`config.mk`:
```
export PLATFORM = sky130hd
export DESIGN_NAME = regfile_wb_arbiter
export DESIGN_NICKNAME = d
export VERILOG_FILES = /design/src/rtl/regfile_wb_arbiter.sv
export SDC_FILE = /design/constraint.sdc
export NUM_CORES = 1
export LEC_CHECK = 0
export CORE_ASPECT_RATIO = 1.4
export CORE_MARGIN = 10
export CORE_UTILIZATION = 41
export DETAILED_ROUTE_END_ITERATION = 16
export PLACE_DENSITY = 0.79
export SLEW_MARGIN = 10
export SYNTH_ARGS = -nofsm -noshare
export SYNTH_HDL_FRONTEND = slang
export SYNTH_SLANG_ARGS = --single-unit
```
`constraint.sdc`:
```
create_clock -name clk -period 2.3 [get_ports clk]
set_clock_uncertainty 0.15 [all_clocks]
set_input_delay 0.345 -clock clk [delete_from_list [all_inputs] [get_ports clk]]
set_output_delay 0.345 -clock clk [all_outputs]
set_load 0.02 [all_outputs]
```
`src/rtl/regfile_wb_arbiter.sv`:
```
// -----------------------------------------------------------------------------
// regfile_wb_arbiter
//   Shares the register file's single write port between NREQ writeback
//   requesters using round-robin arbitration with a valid/ready handshake.
//   It also keeps a 16-entry pending scoreboard. The issue stage sets an entry
//   when it claims a register, and the granted write for that register clears
//   the entry.
//
// Ports
//   clk, rst             rising-edge clock, async active-high reset
//   req_valid/req_ready  per-requester handshake (ready is combinational)
//   req_reg/req_data     packed per-requester dest reg (4b) and data (16b)
//   claim_valid/reg      issue-stage reservation of a destination register
//   WriteReg/DstReg/DstData  registered register-file write port
//   pending              scoreboard, bit r = write to r outstanding
//   grant_id             index of the last granted requester (registered)
// -----------------------------------------------------------------------------
module regfile_wb_arbiter #(
  parameter int NREQ     = 2,
  parameter bit DISCARD0 = 1'b1
) (
  input  logic                 clk,
  input  logic                 rst,
  input  logic [NREQ-1:0]      req_valid,
  output logic [NREQ-1:0]      req_ready,
  input  logic [4*NREQ-1:0]    req_reg,
  input  logic [16*NREQ-1:0]   req_data,
  input  logic                 claim_valid,
  input  logic [3:0]           claim_reg,
  output logic                 WriteReg,
  output logic [3:0]           DstReg,
  output logic [15:0]          DstData,
  output logic [15:0]          pending,
  output logic [1:0]           grant_id
);

  localparam logic [1:0] LAST = 2'(NREQ - 1);

  logic [1:0]  ptr_q, ptr_d;
  logic        wr_q;
  logic [3:0]  dst_reg_q;
  logic [15:0] dst_data_q;
  logic [15:0] pend_q, pend_d;
  logic [1:0]  gid_q;

  logic        xfer;
  logic [1:0]  gnt_idx;
  logic [3:0]  sel_reg;
  logic [15:0] sel_data;
  logic        drop;

  // Round-robin search: the outer loop walks ptr, ptr+1, ... and the inner
  // loop maps each position onto a constant requester index.
  always_comb begin
    xfer     = 1'b0;
    gnt_idx  = '0;
    sel_reg  = '0;
    sel_data = '0;
    for (int k = 0; k < NREQ; k++) begin
      for (int i = 0; i < NREQ; i++) begin
        if (!xfer && req_valid[i] && ((int'(ptr_q) + k) % NREQ) == i) begin
          xfer     = 1'b1;
          gnt_idx  = i[1:0];
          sel_reg  = req_reg[4*i +: 4];
          sel_data = req_data[16*i +: 16];
        end
      end
    end
    // Ready must read 0 for the whole time reset is asserted.
    if (rst) xfer = 1'b0;
  end

  always_comb begin
    req_ready = '0;
    for (int i = 0; i < NREQ; i++)
      req_ready[i] = xfer && (gnt_idx == i[1:0]);
  end

  assign drop  = DISCARD0 && (sel_reg == 4'd0);
  assign ptr_d = (gnt_idx == LAST) ? 2'd0 : gnt_idx + 2'd1;

  // Apply the clear before the claim so that a same-cycle claim wins.
  // Register 0 is never tracked when writes to it are discarded.
  always_comb begin
    pend_d = pend_q;
    if (xfer)        pend_d[sel_reg]   = 1'b0;
    if (claim_valid) pend_d[claim_reg] = 1'b1;
    if (DISCARD0)    pend_d[0]         = 1'b0;
  end

  always_ff @(posedge clk or posedge rst) begin
    if (rst) begin
      ptr_q      <= '0;
      wr_q       <= 1'b0;
      dst_reg_q  <= '0;
      dst_data_q <= '0;
      pend_q     <= '0;
      gid_q      <= '0;
    end else begin
      pend_q <= pend_d;
      wr_q   <= xfer && !drop;
      if (xfer) begin
        ptr_q <= ptr_d;
        gid_q <= gnt_idx;
        // A discarded R0 write leaves the address/data bus untouched.
        if (!drop) begin
          dst_reg_q  <= sel_reg;
          dst_data_q <= sel_data;
        end
      end
    end
  end

  assign WriteReg = wr_q;
  assign DstReg   = dst_reg_q;
  assign DstData  = dst_data_q;
  assign pending  = pend_q;
  assign grant_id = gid_q;

endmodule

```
Word level (Yosys, flattened, before mapping)
Index checks and enable logic that the tools add are counted.
- flip-flop bits (word level): 39
- input port bits: 49
- output and inout bits: 41
- RAM bits: 0
- latch bits: 0
- word-level logic and storage cells: 63
- memory bits (read-only): 0
- memories: 0
- bitwise gates (word level): 5
- multiplexer cells: 23
- shifts and indexed selects: 0
- divide/modulo/power cells: 0
- reductions and logical operators: 21
- eq/ne operators: 2
- multiply operators: 0
- order comparisons: 4
- add/sub/neg operators: 2
- operator list (operator ; number):
    two-way mux 16 bit ; 6
    zero test 32 bit ; 2
    AND 16 bit ; 1
    two-way mux 4 bit ; 4
    NOT 16 bit ; 1
    bitwise OR 16 bit ; 1
    logical AND 1 bit ; 12
    < comparator 4 x 5 -> 1 bit, second input constant ; 2
    two-way mux 1 bit ; 9
    demux 1 bit (select 4 bit) ; 2
    greater-or-equal comparator 4 x 1 -> 1 bit, second input constant ; 2
    zero test 1 bit ; 4
    zero test 4 bit ; 1
    two-way mux 2 bit ; 2
    adder 1 bit, second input constant ; 2
    == test 2 x 1 -> 1 bit, second input constant ; 1
    == test 2 bit, second input constant ; 1
    zero test 2 bit ; 1
    AND reduction 2 bit ; 1
    AND 1 bit, first input constant ; 1
    NOT 1 bit ; 1

Logic depth before layout (Yosys ltp)
- depth in word-level cells: 24
- mapped depth: 7
- depth with buffers taken out: 5

Worst setup path after synthesis
Ideal clock, no wire load.
- path kind: input to register
- start point: in rst
- end point: reg dst_reg_q[2] (netlist: DstReg[2])
- stages: 5
- arrival: 2.304 ns
- library setup time: 0.141 ns
- data required time: 2.009 ns
- buffers on the path: 1
- slack: -0.295 ns
- cell sequence: inv_1 > o21ai_1 > a41oi_4 > buf_6 > o22ai_1
- longest elaborated chain between the ends: 2
- RTL lines (element ; RTL line ; source):
    start, declared ; 23 ; input logic rst,
    two-way mux 1 bit ; 70 ; if (rst) xfer = 1'b0;
    AND reduction 2 bit (no source line) ; - ;
    end signal, assigned ; 107 ; dst_reg_q <= sel_reg;
    end, declared ; 41 ; logic [3:0] dst_reg_q;
No other way between the ends.
A chain may end at the register's enable or synchronous reset.

Final worst setup path
- start point: in req_valid[0]
- end point: out req_ready[0]
- longest elaborated chain between the ends: 16
- elaborated cells on any way between the ends: 20
- classes of those cells: mux: 8; reduce/logical: 12
- RTL lines (element ; RTL line ; source):
    start, declared ; 24 ; input logic [NREQ-1:0] req_valid,
    logical AND 1 bit ; 61 ; if (!xfer && req_valid[i] && ((int'(ptr_q) + k) % NREQ) == i) begin
    two-way mux 1 bit ; 61 ;
    zero test 1 bit ; 61 ;
    logical AND 1 bit (2 in a row) ; 61 ;
    two-way mux 1 bit ; 61 ;
    zero test 1 bit ; 61 ;
    logical AND 1 bit (2 in a row) ; 61 ;
    two-way mux 1 bit ; 61 ;
    zero test 1 bit ; 61 ;
    logical AND 1 bit (2 in a row) ; 61 ;
    two-way mux 1 bit / two-way mux 2 bit (equally long branches) ; 61 ;
    two-way mux 1 bit / zero test 2 bit (equally long branches) ; 70, 76 ;
    logical AND 1 bit (*) ; 76 ; req_ready[i] = xfer && (gnt_idx == i[1:0]);
    end, declared ; 25 ; output logic [NREQ-1:0] req_ready,
Mark *: on every way between the ends. The rest lies on a longest branch, timed or not.

==> results.txt <==
The logs give 4 for the number of optimization iterations in the first detailed-route pass and 14.78% for the total global-route track usage. Summed over all layers, the global routing overflow is 0. The floorplan has 29 rows. The worst setup path category is input port to output port. Post-CTS timing repair inserted 0 buffers for setup.

For the pin with the worst max-slew slack, the measured transition is 0.6190 ns. Cells with a size suffix above 1 make up 21.79% of the layout. The post-synthesis adder-cell area fraction is 0%.

The core region is 0.004572 mm2. The number of global-route vias before repair came out at 1,834. For this design the static power due to leakage is 1.200 nW. In the routed design, unresolved DRC markers number 0.

The worst setup path is captured at an output port. The number of placed instances, taps included was 334. A synthesized cell averages 11.06 um2.

The most common cell after layout, fill and taps aside is clkdlybuf4s50_1. In the routed layout, each cell is associated on average with a via count of 5.091. The number of failing hold endpoints at the final stage is 0, and the total negative slack for setup checks is 0 ns. The portion of netlist area occupied by mux cells was 0%.

Clock latency on the worst-skew pair, taken at its later pin, is 0.29 ns. The logs give 0.8301 for the final estimated routing congestion in global placement and 2 for the maximum count of clock buffers along a single path. Across the VDD grid, the largest voltage drop is 0.0005250 V. The signal on the critical path passes through clkdlybuf4s50_1 > a21boi_4 > and2_1 > dlygate4sd2_1. STA classifies the critical path startpoint as an input port. Cell class contributing the biggest share of worst-path delay: buffers and inverters. Once layout is complete, the cells apart from fillers number 342. The largest single stage delay on the critical path is 0.52 ns. In this run the horizontal extent of the chip is 78.24 um. In the final routed layout, each cell accounts on average for 17.26 um. The power per cell area was 786.6 mW/mm2.

Counting the fill cells in the layout gives 394. The tools report the number of H-tree levels as 2. Cells fill 67.02% of the core in the end.

The mapped netlist covers 0.001947 mm2. The floorplan step set the die height to 101.5 um. The run gives 42.58% as the starting density of the core. Measured against its own limit, the worst slew margin works out to 58.74%. The logs give 0 for the total count of max-transition violations in the final report and 1.58 ns for the endpoint arrival time on the critical path. Clock root buffer: clkbuf_8. The final period utilization works out to 90.06%. The number of antenna diodes in the final layout is 0. After synthesis the netlist holds a flip-flop and latch count of 38.

The run gives 0 as the count of hold-fix buffers inserted at cts. The count of vias placed by the detailed router was 1,741; the global-route wire length before repair was 9.246 mm. Highest clock frequency the design can meet: 482.8 MHz. The area growth from synthesis to layout came out at 57.39%. The final HPWL from detailed placement was 4.831 mm; the xor-xnor portion of the synthesized cell area was 0%. Simple-gate area share of the yosys netlist: 11.95%. For this design the top-level I/O count stands at 90. The tools report the count of warnings emitted by yosys as 0. Clock-pin slew was measured on the worst setup and hold paths at 0.07 ns.

Setup repair after global routing left no endpoint under its margin. The tool flagged a number of max-cap violations equal to 0. Summing the sequential cell areas from Yosys gives 48.84% of the chip area. The flow ran to the end, and the final reports show no timing, DRC or antenna violations. On the critical path, the stage with the largest delay is an instance of clkdlybuf4s50_1.

The count of clock tree sinks is 38, and the count of nets left with antenna violations after detail routing is 0. The count of buffers added on input and output ports is 87. The number of different library cells used by synthesis comes to 32.

Entering global routing, the biggest net connects 34 pins. For this run, the post-layout net count is 328. The die covers 0.007944 mm2. The initial antenna violation count was 0. The number of DRC markers in iteration 0 came out at 81. The logs give 5 for the number of buffers created by CTS and -0.03101 ns for the setup slack after placement. The total buffers and inverters traversed by the critical path was 2. Highest fanout seen on the critical path: 3. TritonCTS built the clock tree. Setup violations remaining at the end of the flow were counted as 0. Detailed-route wire length: 5.903 mm. The final period demand of the worst path is 2.071 ns, and the footprint of the flip-flops and latches is 950.9 um2. The required time of the worst setup path is 1.80 ns, and the tightest hold margin is 0.1713 ns. Worst min-delay path class: input port to async pin.

The number of cells produced by synthesis is 176, and the area used by multi-input combinational logic is 878.3 um2. In the post-route analysis, the smallest setup slack over all paths is 0.2286 ns. Leaving out fill and tap cells, the most frequent cells in the layout are clkdlybuf4s50_1, dfrtp_1, o21ai_0. Summing the areas of all compound-gate instances in the mapped netlist gives 32.78% of the synthesized area. Combinational family with the most area after synthesis: compound AO/OA/AOI/OAI gates.
==> cell families after synthesis <==
family                 after synthesis
AOI/OAI and AO/OA                   78
and+or+nand+nor                     43
DFF                                 38
buffers and inverters               16
other                                1
==> state kept, by name, indices dropped and copies added (netlist names) <==
signal / count
pending: 15
DstReg: 4
grant_id: 1
DstData: 16
ptr_q: 1
WriteReg: 1
==> Yosys cell counts <==
master	number	share of area, %
dfrtp_1	38	49
o21ai_0	18	4.6
a21oi_2	16	7.2
a22oi_1	16	6.2
nor2_1	10	1.9
o21ai_1	10	2.6
nor2_2	9	2.9
nand3_1	6	1.5
buf_6	5	2.9
inv_1	5	0.96
nand2b_1	5	1.6
nand2_1	4	0.77
o22ai_1	4	1.3
a32o_1	3	1.5
a32oi_4	3	4.2
nand3b_1	3	1.2
o31ai_1	3	1.2
a21o_1	2	0.77
and2_1	2	0.64
buf_4	2	0.77
a21boi_4	1	0.96
a32oi_2	1	0.84
a41oi_4	1	1.4
and3_1	1	0.32
buf_2	1	0.26
clkbuf_1	1	0.19
clkbuf_8	1	0.71
conb_1	1	0.19
dlygate4sd1_1	1	0.45
nand2b_2	1	0.45
nand4_1	1	0.32
or2_2	1	0.32
==> routing by layer <==
| layer | up-vias | GRT usage, % | part of all wire (%) |
|---|---|---|---|
| met2 | 54 | 28.24 | 56 |
| met3 | 7 | 4.167 | 5.3 |
| met4 | 0 | 6.224 | 1.7 |
| met5 | - | 0 | 0 |
| li1 | 855 | - | - |
| met1 | 825 | 14.41 | 37 |
==> worst paths after layout <==
path,from,to,slack [ns],cells after the start
min in group clk,grant_id[0],grant_id[0],0.35,1
worst max register to register,ptr_q[0],pending[4],0.34,7
worst max-delay path,req_valid[0],req_ready[0],0.23,4
worst min-delay path,rst,grant_id[0],0.17,2
max in group asynchronous,rst,DstData[0],1.39,3
worst min register to register,grant_id[0],grant_id[0],0.35,1
==> cell type report <==
class                      count  area share [%]
inverter                       5          0.7350
tap                           62           2.532
clock buffer                   6           2.695
multi-input combinational    123           28.66
clock inverter                 2          0.4083
timing repair buffer         106           33.93
sequential                    38           31.03
==> power breakdown <==
group          switching [mW]  internal, mW
logic                   0.516         0.505
clock network           0.236         0.241
registers              0.0889         0.824
total                   0.840          1.57
==> repair_timing <==
item	CTS	global route
resized for setup	1	1
setup endpoints to repair	1	1
gates cloned	0	0
==> metrics by stage <==
| stage | power, mW | area [um2] |
|---|---|---|
| 2_1_floorplan | 1.428 | 1954 |
| 3_3_place_gp | 1.936 | 2968 |
| 3_5_place_dp | 1.962 | 2968 |
| 4_1_cts | 2.443 | 3062 |
| 5_1_grt | 2.550 | 3064 |
| 6_report | 2.410 | 3064 |
(Power assumes the default switching activity.)
